**config.mk**
```make
export PLATFORM = sky130hd
export DESIGN_NAME = bcd_conv_arbiter
export DESIGN_NICKNAME = d
export VERILOG_FILES = /design/src/rtl/bcd_arb_pkg.sv /design/src/rtl/bcd_conv_arbiter_rr_pick.sv /design/src/rtl/bcd_conv_arbiter.sv
export SDC_FILE = /design/constraint.sdc
export NUM_CORES = 1
export LEC_CHECK = 0
export CAP_MARGIN = 20
export CELL_PAD_IN_SITES_DETAIL_PLACEMENT = 0
export CELL_PAD_IN_SITES_GLOBAL_PLACEMENT = 1
export CORE_MARGIN = 10
export CORE_UTILIZATION = 34
export CTS_CLUSTER_DIAMETER = 80
export CTS_CLUSTER_SIZE = 8
export DETAILED_ROUTE_END_ITERATION = 12
export PLACE_DENSITY_LB_ADDON = 0.08
export SYNTH_ARGS = -nofsm -noshare
export SYNTH_HDL_FRONTEND = slang
export SYNTH_SLANG_ARGS = --single-unit
```
**constraint.sdc**
```tcl
create_clock -name clk -period 3.5 [get_ports clk]
set_input_delay 0.7 -clock clk [delete_from_list [all_inputs] [get_ports clk]]
set_output_delay 0.7 -clock clk [all_outputs]
set_load 0.005 [all_outputs]
```
**src/rtl/bcd_arb_pkg.sv**
```systemverilog
// Shared types and limits for the BCD converter arbiter: FSM state encoding,
// field widths and the valid range of the high/low time fields.
`timescale 1ns/1ps
package bcd_arb_pkg;

  typedef enum logic [2:0] {
    IDLE,
    START,
    WAIT,
    CAPTURE,
    GAP
  } state_t;

  localparam int H_W   = 6;
  localparam int L_W   = 7;
  localparam int BCD_W = 16;

  localparam logic [H_W-1:0] H_MAX = 6'd59;
  localparam logic [L_W-1:0] L_MAX = 7'd99;

endpackage

```
**src/rtl/bcd_conv_arbiter_rr_pick.sv**
```systemverilog
// Combinational round-robin selector: lowest requester index at or after the
// pointer wins, wrapping to the lowest index overall when none is at/after it.
`timescale 1ns/1ps
module rr_pick #(
  parameter int N     = 3,
  parameter int IDX_W = 2
) (
  input  logic [N-1:0]     req,
  input  logic [IDX_W-1:0] ptr,
  output logic [N-1:0]     grant_oh,
  output logic [IDX_W-1:0] grant_idx,
  output logic             any
);

  // Second pass overrides the wrapped choice whenever a requester sits at/after ptr.
  always_comb begin
    grant_idx = '0;
    any       = 1'b0;
    for (int i = N - 1; i >= 0; i--) begin
      if (req[i]) begin
        grant_idx = IDX_W'(i);
        any       = 1'b1;
      end
    end
    for (int i = N - 1; i >= 0; i--) begin
      if (req[i] && (i >= int'(ptr))) begin
        grant_idx = IDX_W'(i);
      end
    end
  end

  for (genvar gi = 0; gi < N; gi++) begin : g_onehot
    assign grant_oh[gi] = any && (grant_idx == IDX_W'(gi));
  end

endmodule

```
**src/rtl/bcd_conv_arbiter.sv**
```systemverilog
// Round-robin arbiter sharing one hex-to-BCD converter between N_REQ requesters.
// Define BCD_RANGE_CHECK_EN to reject out-of-range values (h>59 or l>99) without converting.
`timescale 1ns/1ps
module bcd_conv_arbiter
  import bcd_arb_pkg::*;
#(
  parameter int N_REQ     = 3,
  parameter int START_LOW = 2,
  parameter int TIMEOUT   = 63
) (
  input  logic                 clk,
  input  logic                 rst,
  input  logic [N_REQ-1:0]     req,
  input  logic [H_W*N_REQ-1:0] h_val,
  input  logic [L_W*N_REQ-1:0] l_val,
  output logic [N_REQ-1:0]     ack,
  output logic [BCD_W-1:0]     rsp_bcd,
  output logic                 rsp_err,
  output logic                 busy,
  output logic                 conv_start_n,
  output logic [H_W-1:0]       conv_h,
  output logic [L_W-1:0]       conv_l,
  input  logic                 conv_done,
  input  logic [BCD_W-1:0]     conv_bcd
);

  localparam int IDX_W   = $clog2(N_REQ);
  localparam int CNT_MAX = (TIMEOUT > START_LOW) ? TIMEOUT : START_LOW;
  localparam int CNT_W   = $clog2(CNT_MAX + 1);

`ifdef BCD_RANGE_CHECK_EN
  localparam bit RANGE_CHECK = 1'b1;
`else
  localparam bit RANGE_CHECK = 1'b0;
`endif

  state_t               state_q, state_d;
  logic [CNT_W-1:0]     cnt_q, cnt_d;
  logic [IDX_W-1:0]     grant_q, grant_d;
  logic [IDX_W-1:0]     ptr_q, ptr_d;
  logic                 gap_low_q, gap_low_d;
  logic                 done_prev_q;
  logic [N_REQ-1:0]     ack_q, ack_d;
  logic [BCD_W-1:0]     rsp_bcd_q, rsp_bcd_d;
  logic                 rsp_err_q, rsp_err_d;
  logic                 busy_q, busy_d;
  logic                 conv_start_n_q, conv_start_n_d;
  logic [H_W-1:0]       conv_h_q, conv_h_d;
  logic [L_W-1:0]       conv_l_q, conv_l_d;

  logic [N_REQ-1:0]     eligible;
  logic [N_REQ-1:0]     pick_oh;
  logic [IDX_W-1:0]     pick_idx;
  logic                 pick_any;
  logic [H_W-1:0]       h_sel;
  logic [L_W-1:0]       l_sel;
  logic                 reject;
  logic                 done_rise;

  function automatic logic [IDX_W-1:0] next_ptr(input logic [IDX_W-1:0] g);
    return (g == IDX_W'(N_REQ - 1)) ? '0 : g + 1'b1;
  endfunction

  // A requester still holding req during its own ack cycle must not win again.
  assign eligible = req & ~ack_q;

  rr_pick #(
    .N     (N_REQ),
    .IDX_W (IDX_W)
  ) u_rr_pick (
    .req       (eligible),
    .ptr       (ptr_q),
    .grant_oh  (pick_oh),
    .grant_idx (pick_idx),
    .any       (pick_any)
  );

  assign h_sel     = h_val[int'(pick_idx) * H_W +: H_W];
  assign l_sel     = l_val[int'(pick_idx) * L_W +: L_W];
  assign reject    = RANGE_CHECK && ((h_sel > H_MAX) || (l_sel > L_MAX));
  assign done_rise = conv_done && !done_prev_q;

  always_comb begin
    state_d        = state_q;
    cnt_d          = cnt_q;
    grant_d        = grant_q;
    ptr_d          = ptr_q;
    gap_low_d      = gap_low_q;
    ack_d          = '0;
    rsp_bcd_d      = '0;
    rsp_err_d      = 1'b0;
    conv_start_n_d = 1'b1;
    conv_h_d       = conv_h_q;
    conv_l_d       = conv_l_q;
    unique case (state_q)
      IDLE: begin
        if (pick_any) begin
          grant_d = pick_idx;
          if (reject) begin
            ack_d     = pick_oh;
            rsp_err_d = 1'b1;
            ptr_d     = next_ptr(pick_idx);
          end else begin
            conv_h_d       = h_sel;
            conv_l_d       = l_sel;
            conv_start_n_d = 1'b0;
            cnt_d          = '0;
            state_d        = START;
          end
        end
      end
      START: begin
        if (cnt_q == CNT_W'(START_LOW - 1)) begin
          cnt_d   = '0;
          state_d = WAIT;
        end else begin
          conv_start_n_d = 1'b0;
          cnt_d          = cnt_q + 1'b1;
        end
      end
      WAIT: begin
        if (done_rise) begin
          state_d = CAPTURE;
        end else if (cnt_q == CNT_W'(TIMEOUT - 1)) begin
          ack_d[grant_q] = 1'b1;
          rsp_err_d      = 1'b1;
          ptr_d          = next_ptr(grant_q);
          gap_low_d      = 1'b0;
          state_d        = GAP;
        end else begin
          cnt_d = cnt_q + 1'b1;
        end
      end
      CAPTURE: begin
        rsp_bcd_d      = conv_bcd;
        ack_d[grant_q] = 1'b1;
        ptr_d          = next_ptr(grant_q);
        gap_low_d      = 1'b0;
        state_d        = GAP;
      end
      GAP: begin
        // Hold off the next launch until the done window has closed plus one cycle.
        if (gap_low_q) begin
          gap_low_d = 1'b0;
          state_d   = IDLE;
        end else if (!conv_done) begin
          gap_low_d = 1'b1;
        end
      end
      default: state_d = IDLE;
    endcase
  end

  assign busy_d = (state_d != IDLE);

  always_ff @(posedge clk or negedge rst) begin
    if (!rst) begin
      state_q        <= IDLE;
      cnt_q          <= '0;
      grant_q        <= '0;
      ptr_q          <= '0;
      gap_low_q      <= 1'b0;
      done_prev_q    <= 1'b0;
      ack_q          <= '0;
      rsp_bcd_q      <= '0;
      rsp_err_q      <= 1'b0;
      busy_q         <= 1'b0;
      conv_start_n_q <= 1'b1;
      conv_h_q       <= '0;
      conv_l_q       <= '0;
    end else begin
      state_q        <= state_d;
      cnt_q          <= cnt_d;
      grant_q        <= grant_d;
      ptr_q          <= ptr_d;
      gap_low_q      <= gap_low_d;
      done_prev_q    <= conv_done;
      ack_q          <= ack_d;
      rsp_bcd_q      <= rsp_bcd_d;
      rsp_err_q      <= rsp_err_d;
      busy_q         <= busy_d;
      conv_start_n_q <= conv_start_n_d;
      conv_h_q       <= conv_h_d;
      conv_l_q       <= conv_l_d;
    end
  end

  assign ack          = ack_q;
  assign rsp_bcd      = rsp_bcd_q;
  assign rsp_err      = rsp_err_q;
  assign busy         = busy_q;
  assign conv_start_n = conv_start_n_q;
  assign conv_h       = conv_h_q;
  assign conv_l       = conv_l_q;

endmodule

```
==> results of run 1 <==
==> per-layer routing <==
metal / vias up / share of wire
li1: 967 / -
met1: 900 / 0.43
met2: 70 / 0.47
met3: 7 / 0.086
met4: 0 / 0.012
met5: - / 0
==> Yosys cell counts, types with 3 or more instances <==
library cell	n	area (um2)
dfrtp_1	49	1230
nand2_1	23	86.3
o21ai_1	20	100
and3_1	17	106
o22a_1	13	114
o22ai_1	13	81.3
nand2b_1	9	56.3
clkbuf_1	7	26.3
nor3_1	6	30.0
nor2b_1	5	31.3
buf_2	4	20.0
nand3_1	4	20.0
nor2_1	4	15.0
o31ai_1	4	30.0
a21o_1	3	22.5
ha_1	3	37.5
inv_1	3	11.3
==> worst paths after layout <==
path                                             from                    end  slack (ns)  depth (start not counted)
worst max register to register       ack[1]$_DFF_PN0_  conv_h[3]$_DFFE_PN0P_        1.44                          5
worst min-delay path                              rst  rsp_bcd[15]$_DFF_PN0_        0.42                          1
worst max-delay path                           req[1]  conv_h[3]$_DFFE_PN0P_        1.08                          6
min in group clk                conv_h[5]$_DFFE_PN0P_  conv_h[5]$_DFFE_PN0P_        0.49                          2
max in group asynchronous                         rst  conv_l[1]$_DFFE_PN0P_        2.34                          2
worst min register to register  conv_h[5]$_DFFE_PN0P_  conv_h[5]$_DFFE_PN0P_        0.49                          2
==> worst max-delay path, stage by stage <==
cell             delay (ns)
clkdlybuf4s50_1        0.47
nand2b_1               0.09
a22oi_1                0.92
o22a_1                 0.24
o22ai_1                0.08
o21ai_1                0.14
==> flip-flops by register name, indices dropped and copies added, names as in the netlist <==
register	cells
ack	3
busy	1
cnt_q	6
conv_h	6
conv_l	7
conv_start_n	1
done_prev_q	1
gap_low_q	1
grant_q	2
ptr_q	2
rsp_bcd	16
rsp_err	1
state_q	3
==> power by group through the flow <==
stage	Sequential, W	Clock, W	Combinational (W)
5_1_grt	0.000924	0.000444	0.00106
2_1_floorplan	0.000858	0	0.000564
3_3_place_gp	0.000903	0	0.000973
3_5_place_dp	0.000906	0	0.000971
4_1_cts	0.000897	0.000418	0.000972
6_report	0.000894	0.000406	0.000953
==> stage by stage <==
step	area, um2	std cells	setup WS (ns)	utilization	power, W
final	3430	387	1.08	0.530	0.00225
after global routing	3430	387	0.889	0.530	0.00243
after CTS	3430	387	1.08	0.530	0.00229
after detailed placement	3310	379	0.711	0.513	0.00188
after global placement	3310	379	0.793	0.513	0.00188
after floorplan	2290	215	1.64	-	0.00142
==> cells by family (layout without fill, tap and decap cells) <==
logic type,after synthesis,count (layout)
simple gates,80,80
compound gates,64,64
flops,50,50
buf+inv,16,111
fa+ha+maj,3,3
xor+xnor,1,1
mux,1,1
==> final cells by class <==
type	instances	area (um2)
Tap cell	77	96.3
Inverter	4	15.0
Multi-Input combinational cell	149	972
Clock buffer	5	68.8
Clock inverter	3	45.0
Timing Repair Buffer	99	976
Sequential cell	50	1250
Fill cell	611	3030
==> results.ini, run 1 <==
[logic_synthesis]
synthAdderAreaFrac=0.0164
synth_compound_area_frac=0.200
syn_area_per_cell_um2=10.6
ys.flop_type=dfrtp_1
muxShareOfSynthArea=0.00437
ys_types=42
synth_top_family_by_area=simple AND/OR/NAND/NOR gates
synth-xor-area-share=0.00383
ys_async_sr_fraction=1.00
synth-seq-cells=50
yosysSeqAreaShare=0.547
synth-simple-area-share=0.200
yosys_warnings=0
synth_enable_flop_cells=0
synth_cells=215
syn_area_um2=2290
synth_fp_nets=279

[finish]
drive_gt1_frac=0.0774
syn_to_final_growth_pct=49.6
final_cell_mix=94 x clkdlybuf4s50_1, 49 x dfrtp_1, 23 x nand2_1, 20 x o21ai_1, 17 x and3_1
antenna_cells=0
final_common_cell=clkdlybuf4s50_1
fin_nets=373

[die]
dieArea_um2=10400
die_y_um=102
core_area_um2=6460
die_w_um=102
rows=29
initial_core_util=0.355
io_pins=96

[sta]
fin_crit_ns=2.42
period_share=0.691
hold_ws_ns=0.422
setup_violations=0
fmax_ghz=0.414
final-max-slew-violation-count=0
worst_pin_slew_ns=1.15
fin_skew_ns=0.00890
rsz0062_at_grt=no
slew_headroom=0.232
setup_tns_ns=0
hold_viol=0

[drt]
ant_nets=0
drtIter0Drc=43
drt_wl_total_um=6490
first_pass_iters=4
vias=1944
drcViolationCount=0
vias_per_cell=5.02
routedWlPerCell_um=16.8

[placement]
hpwl_um=4990
io_buffers=95
place_congestion=0.792

[power_and_ir_drop]
cellPowerDensity_nw_per_um2=657
max-vdd-ir-drop_mv=0.282
switching_power_w=0.000781
netSwitchingFraction=0.347
clkPwrFrac=0.180
power_frac_comb=0.423
internal-power_w=0.00147
p_leak_nw=1.50
power_frac_seq=0.397

[hold_path]
hold_class=in -> async

[clocking]
insertion_delay_ns=0.30
cts_resized=0
cts-root-buf=clkbuf_8
hold_buffers=0
cts_tree=built
post_cts.repair.setup_buffers=0
clock_path_buffers=2
cts_inserted_buffers=5
htree_num_levels=2
clk_pin_slew_ns=0.10
clock-sinks=50

[global_routing]
grt_pass1_vias=1974
grt_max_degree=32
grt_usage=0.122
antenna_found_initial=0
use_met3=0.0398
use_met2=0.191
grt_first_pass_wirelength_um=10200
grt-busiest-layer=met2
gr-usage-met1=0.156
overflow=0

[setup_path]
crit_type=in -> reg
worst-endpoint-required_ns=3.72
worstPathMaxFanout=13
worstPathArrival_ns=2.64
cp-start-kind=input pin
end_kind=flop

[job]
cap_violations=0

[status]
status=finished clean

Note: power is estimated with default switching activity, not from simulation.
==> inputs of run 2 (changes only) <==
Settings changed: CORE_UTILIZATION 34 to 29.
Clock period 3.5 ns to 2.2 ns, I/O delays scaled along.
==> run 2 against run 1 <==
Effect of this change: sequential power is 54% higher; count of clock-buffer cells in the layout is 1 higher; cell count increased by 8.8%; sequential share of layout area is 1.0 points lower; routed wire length grew 7.3%; combinational power grew 72%; largest cell class unchanged.
==> results.ini, run 2 (same netlist as run 1, synthesis figures left out) <==
[placement]
place_congestion=0.779  ; -1.7%
hpwl_um=5240  ; +5.1%
place_area_um2=3420  ; +3.4%
io_buffers=95  ; unchanged

[global_routing]
grt_max_degree=51  ; +59%
antenna_found_initial=0  ; unchanged
grt_first_pass_wirelength_um=10900  ; +6.9%
overflow=0  ; unchanged
grt_usage=0.115  ; -0.00650
grt_pass1_vias=2025  ; +2.6%

[finish]
postLayoutCellArea_um2=3520  ; +2.8%
final_cell_mix=94 x clkdlybuf4s50_1, 49 x dfrtp_1, 23 x nand2_1, 20 x o21ai_1, 17 x and3_1
syn_to_final_growth_pct=53.9
antenna_cells=0  ; unchanged
largest_reg_flops=16  ; unchanged
fin_nets=382  ; +2.4%
drive_gt1_frac=0.107  ; +0.0292
final_common_cell=clkdlybuf4s50_1

[sta]
final-max-slew-violation-count=0  ; unchanged
hold_viol=0  ; unchanged
rsz0062_at_grt=no
setup_tns_ns=0  ; unchanged
slew_headroom=0.552  ; +0.320
period_share=0.848
setup_violations=0  ; unchanged
fin_skew_ns=0.00613  ; -0.00276 ns
worst_pin_slew_ns=0.672  ; -0.480 ns
fin_crit_ns=1.87
fmax_ghz=0.536

[die]
initial_core_util=0.298  ; -0.0567
die_y_um=109  ; +6.7%
dieArea_um2=11800  ; +14%
io_pins=96  ; unchanged
die_w_um=109  ; +6.7%
rows=32  ; +10%
core_area_um2=7690  ; +19%

[clocking]
cts_tree=built
htree_num_levels=2  ; unchanged
cts-root-buf=clkbuf_8
cts_inserted_buffers=5  ; unchanged
post_cts.repair.setup_buffers=0  ; unchanged
clock_path_buffers=2  ; unchanged
clock-sinks=50  ; unchanged
clk_pin_slew_ns=0.09  ; about the same
insertion_delay_ns=0.31  ; about the same

[setup_path]
end_kind=flop
worst-endpoint-required_ns=2.45  ; -1.27 ns
worstPathMaxFanout=6  ; -7
cp-start-kind=flop
worstPathArrival_ns=2.12  ; -0.52 ns
crit_type=reg -> reg

[drt]
routedWlPerCell_um=16.5  ; -1.4%
vias=1954  ; +0.51%
drcViolationCount=0  ; unchanged
first_pass_iters=4  ; unchanged
vias_per_cell=4.64  ; -7.6%
drtIter0Drc=111  ; +160%
ant_nets=0  ; unchanged
drt_wl_total_um=6960  ; +7.3%

[power_and_ir_drop]
max-vdd-ir-drop_mv=0.331  ; +17%
clkPwrFrac=0.158  ; -0.022
p_leak_nw=1.55  ; +3.0%
power_frac_comb=0.457  ; +0.034
cellPowerDensity_nw_per_um2=1020  ; +55%
power_frac_seq=0.384  ; -0.013
netSwitchingFraction=0.356  ; +0.00949
internal-power_w=0.00231  ; +57%
switching_power_w=0.00128  ; +64%

[hold_path]
hold_class=in -> async

[status]
status=finished clean

[job]
cap_violations=0  ; unchanged

## run 2: layout make-up
| type | instances | area [um2] |
|---|---|---|
| sequential | 50 | 1250 |
| multi-input combinational | 149 | 977 |
| tap | 102 | 128 |
| timing repair buffer | 108 | 1060 |
| inverter | 4 | 15.0 |
| clock buffer | 6 | 82.6 |
| fill | 776 | 4160 |
| clock inverter | 2 | 12.5 |
## run 2: per-layer routing
metal,vias up,global-route usage,routed length (um),share of wire
li1,992,-,-,-
met3,7,0.0342,349,0.050
met2,46,0.182,3370,0.48
met1,909,0.152,3170,0.46
met5,-,0,0,0
met4,0,0.0264,74,0.011
## run 2: path summary, 6_finish.rpt
path                                  startpoint                     end  slack [ns]  cells after the start
setup / recovery            cnt_q[0]$_DFFE_PN0P_    ptr_q[1]$_DFFE_PN0P_        0.33                      7
hold / removal                               rst   rsp_bcd[15]$_DFF_PN0_        0.11                      2
setup reg to reg            cnt_q[0]$_DFFE_PN0P_    ptr_q[1]$_DFFE_PN0P_        0.33                      7
hold reg to reg            conv_h[2]$_DFFE_PN0P_   conv_h[2]$_DFFE_PN0P_        0.49                      2
max in group asynchronous                    rst  conv_start_n$_DFF_PN1_        1.81                      2
min in group clk           conv_h[2]$_DFFE_PN0P_   conv_h[2]$_DFFE_PN0P_        0.49                      2
## run 2: worst max-delay path, cell delays in order, from the launching register on
cell and delay (ns):
dfrtp_1 0.45, inv_1 0.08, ha_1 0.14, nand3_1 0.11, or3b_4 0.41, a21o_4 0.26
nor4b_4 0.24, a21o_1 0.11
## run 2: what timing repair did
action | CTS | global route
hold endpoints to repair | 0 | 0
hold buffers | 0 | 0
gates resized for setup | 1 | 0
setup endpoints to repair | 2 | 0
## run 2: through the flow
step / hold slack [ns] / std cells / utilization / setup slack, ns / power, W
6_report: 0.111 / 421 / 0.458 / 0.335 / 0.00359
3_3_place_gp: 0.457 / 413 / 0.445 / -0.265 / 0.00306
4_1_cts: 0.114 / 421 / 0.458 / 0.322 / 0.00366
3_5_place_dp: 0.456 / 413 / 0.445 / -0.324 / 0.00307
2_1_floorplan: 0.144 / 215 / - / 0.513 / 0.00226
5_1_grt: 0.110 / 421 / 0.458 / 0.211 / 0.00390
## run 2: power by group through the flow
stage / clock [W] / sequential, W / combinational [W]
global route: 0.000629 / 0.00143 / 0.00185
CTS: 0.000593 / 0.00139 / 0.00168
finish: 0.000569 / 0.00138 / 0.00164
detailed placement: 0 / 0.00141 / 0.00167
floorplan: 0 / 0.00136 / 0.000897
global placement: 0 / 0.00140 / 0.00166
==> inputs of run 3 (changes only) <==
Clock period 2.2 ns to 1.55 ns, I/O delays scaled along.
==> run 3 against run 2 <==
Effect of this change: clock skew rose by 0.0095 ns; first-iteration DRC count fell by 63%; sequential cell count did not move; non-clock buffer count rose by 27; largest cell class is now buffers; the run now ends with negative setup slack left; global-route usage fell by 0.23 points; hold slack improved by 0.33 ns; clock power rose by 65%; core utilization rose by 8.2 points.
==> results.ini, run 3 (same netlist as run 1, synthesis figures left out) <==
[status]
status=complete, but fails checks
violations=negative setup slack

[finish]
fillers=724  ; -6.7%
final_common_cell=clkdlybuf4s50_1
syn_to_final_growth_pct=81.4
largest_reg_flops=16  ; unchanged
multiInputGateArea_um2=1270  ; +30%
fin_nets=410  ; +7.3%
layout.area.seq_um2=1250  ; about the same
final_cell_mix=83 x clkdlybuf4s50_1, 48 x dfrtp_1, 26 x buf_4, 17 x and3_1, 16 x o21ai_1
stdcell_count=449  ; +6.7%
drive_gt1_frac=0.305  ; +0.199
antenna_cells=0  ; unchanged

[setup_path]
r2r-start=cnt_q[0]$_DFFE_PN0P_
worst-endpoint-required_ns=1.80  ; -0.65 ns
worstPathArrival_ns=2.01  ; -0.11 ns
reg2regPathDepth=7  ; unchanged
crit_type=reg -> reg
cp-start-kind=flop
end_kind=flop
reg2reg_slack_ns=-0.21  ; -0.55 ns
worstPathMaxFanout=4  ; -2
r2r-end=ptr_q[1]$_DFFE_PN0P_

[drt]
drt_wl_total_um=7570  ; +8.8%
vias_per_cell=4.75  ; +2.4%
vias=2134  ; +9.2%
ant_nets=0  ; unchanged
routedWlPerCell_um=16.9  ; +2.0%
drcViolationCount=0  ; unchanged
first_pass_iters=4  ; unchanged
drtIter0Drc=41  ; -63%

[global_routing]
grt_pass1_vias=2068  ; +2.1%
overflow=0  ; unchanged
antenna_found_initial=0  ; unchanged
grt_usage=0.113  ; -0.00229
grt_max_degree=37  ; -27%
grt_first_pass_wirelength_um=10700  ; -1.0%

[sta]
period_share=1.14  ; +0.291
slew_headroom=0.659  ; +0.107
hold_ws_ns=0.444  ; +0.333 ns
fin_ws_ns=-0.214  ; -0.549 ns
fin_crit_ns=1.76  ; -0.101 ns
hold_viol=0  ; unchanged
fmax_ghz=0.567  ; +5.7%
setup_violations=13  ; +13
final-max-slew-violation-count=0  ; unchanged
fin_skew_ns=0.0156  ; +0.00947 ns
rsz0062_at_grt=yes
worst_pin_slew_ns=0.507  ; -0.165 ns

[die]
die_y_um=109  ; unchanged
rows=32  ; unchanged
dieArea_um2=11800  ; unchanged
core_area_um2=7690  ; unchanged
io_pins=96  ; unchanged
die_w_um=109  ; unchanged
initial_core_util=0.298  ; unchanged

[hold_path]
hold_class=in -> async

[clocking]
cts_tree=built
htree_num_levels=2  ; unchanged
clk_pin_slew_ns=0.10  ; about the same
insertion_delay_ns=0.31  ; about the same
cts-root-buf=clkbuf_8
clock-sinks=50  ; unchanged
cts_inserted_buffers=5  ; unchanged
clock_path_buffers=2  ; unchanged

[placement]
place_congestion=0.738  ; -5.3%
dp_slack_ns=-0.463  ; -0.140 ns
io_buffers=95  ; unchanged
hpwl_um=5100  ; -2.8%
dp_cells=430  ; +4.1%

[power_and_ir_drop]
p_leak_nw=1.90  ; +23%
max-vdd-ir-drop_mv=0.588  ; +78%
cellPowerDensity_nw_per_um2=1510  ; +49%

[job]
cap_violations=0  ; unchanged

-- run 3: critical path: stages (launching register included) --
cell	delay, ns
dfrtp_1	0.39
inv_1	0.06
ha_2	0.18
nand3_2	0.08
or3b_4	0.39
a21o_4	0.24
nor4b_4	0.26
a21o_1	0.11
-- run 3: final cells by class --
class	instances	share of cell area
clock inverters	3	0.0108
inverters	4	0.00422
clock buffers	5	0.0166
flip-flops and latches	50	0.302
repair buffers	135	0.330
multi-input cells	150	0.306
well taps	102	0.0307
-- run 3: metal layers --
metal | GRT usage | wire (um) | vias up
li1 | - | - | 1055
met1 | 0.152 | 3510 | 1011
met2 | 0.170 | 3500 | 58
met3 | 0.0372 | 487 | 10
met4 | 0.0282 | 75 | 0
met5 | 0 | 0 | -
-- run 3: worst max-delay path by stage --
stage	from	end	slack (ns)	depth (start not counted)
after floorplan	cnt_q[0]$_DFFE_PN0P_	ptr_q[1]$_DFFE_PN0P_	-0.12	7
after global placement	req[2]	cnt_q[4]$_DFFE_PN0P_	-0.45	6
after detailed placement	req[1]	cnt_q[4]$_DFFE_PN0P_	-0.46	6
after CTS	cnt_q[0]$_DFFE_PN0P_	ptr_q[1]$_DFFE_PN0P_	-0.22	7
after global routing	cnt_q[0]$_DFFE_PN0P_	ptr_q[1]$_DFFE_PN0P_	-0.30	7
final	cnt_q[0]$_DFFE_PN0P_	ptr_q[1]$_DFFE_PN0P_	-0.21	7
-- run 3: what timing repair did --
item                       4_1_cts  5_1_grt
pin swaps                        5       25
setup endpoints to repair       30       30
gates cloned                     0        5
setup buffers                    4        2
gates resized for setup         21       63
hold endpoints to repair        13        0
hold buffers                     1        0
-- run 3: per-stage QoR --
step	instance area, um2	total power (W)	setup TNS (ns)	utilization
finish	4150	0.00629	-0.800	0.540
CTS	3810	0.00571	-0.900	0.495
global route	4150	0.00673	-2.84	0.540
global placement	3580	0.00458	-10.49	0.466
detailed placement	3580	0.00459	-10.58	0.466
floorplan	2300	0.00322	-0.271	-
-- run 3: power breakdown --
group          leakage (nW)  internal, W  switching [W]
sequential            0.650      0.00169       0.000307
combinational          1.20      0.00186        0.00150
clock                0.0504     0.000481       0.000459
total                  1.90      0.00403        0.00226
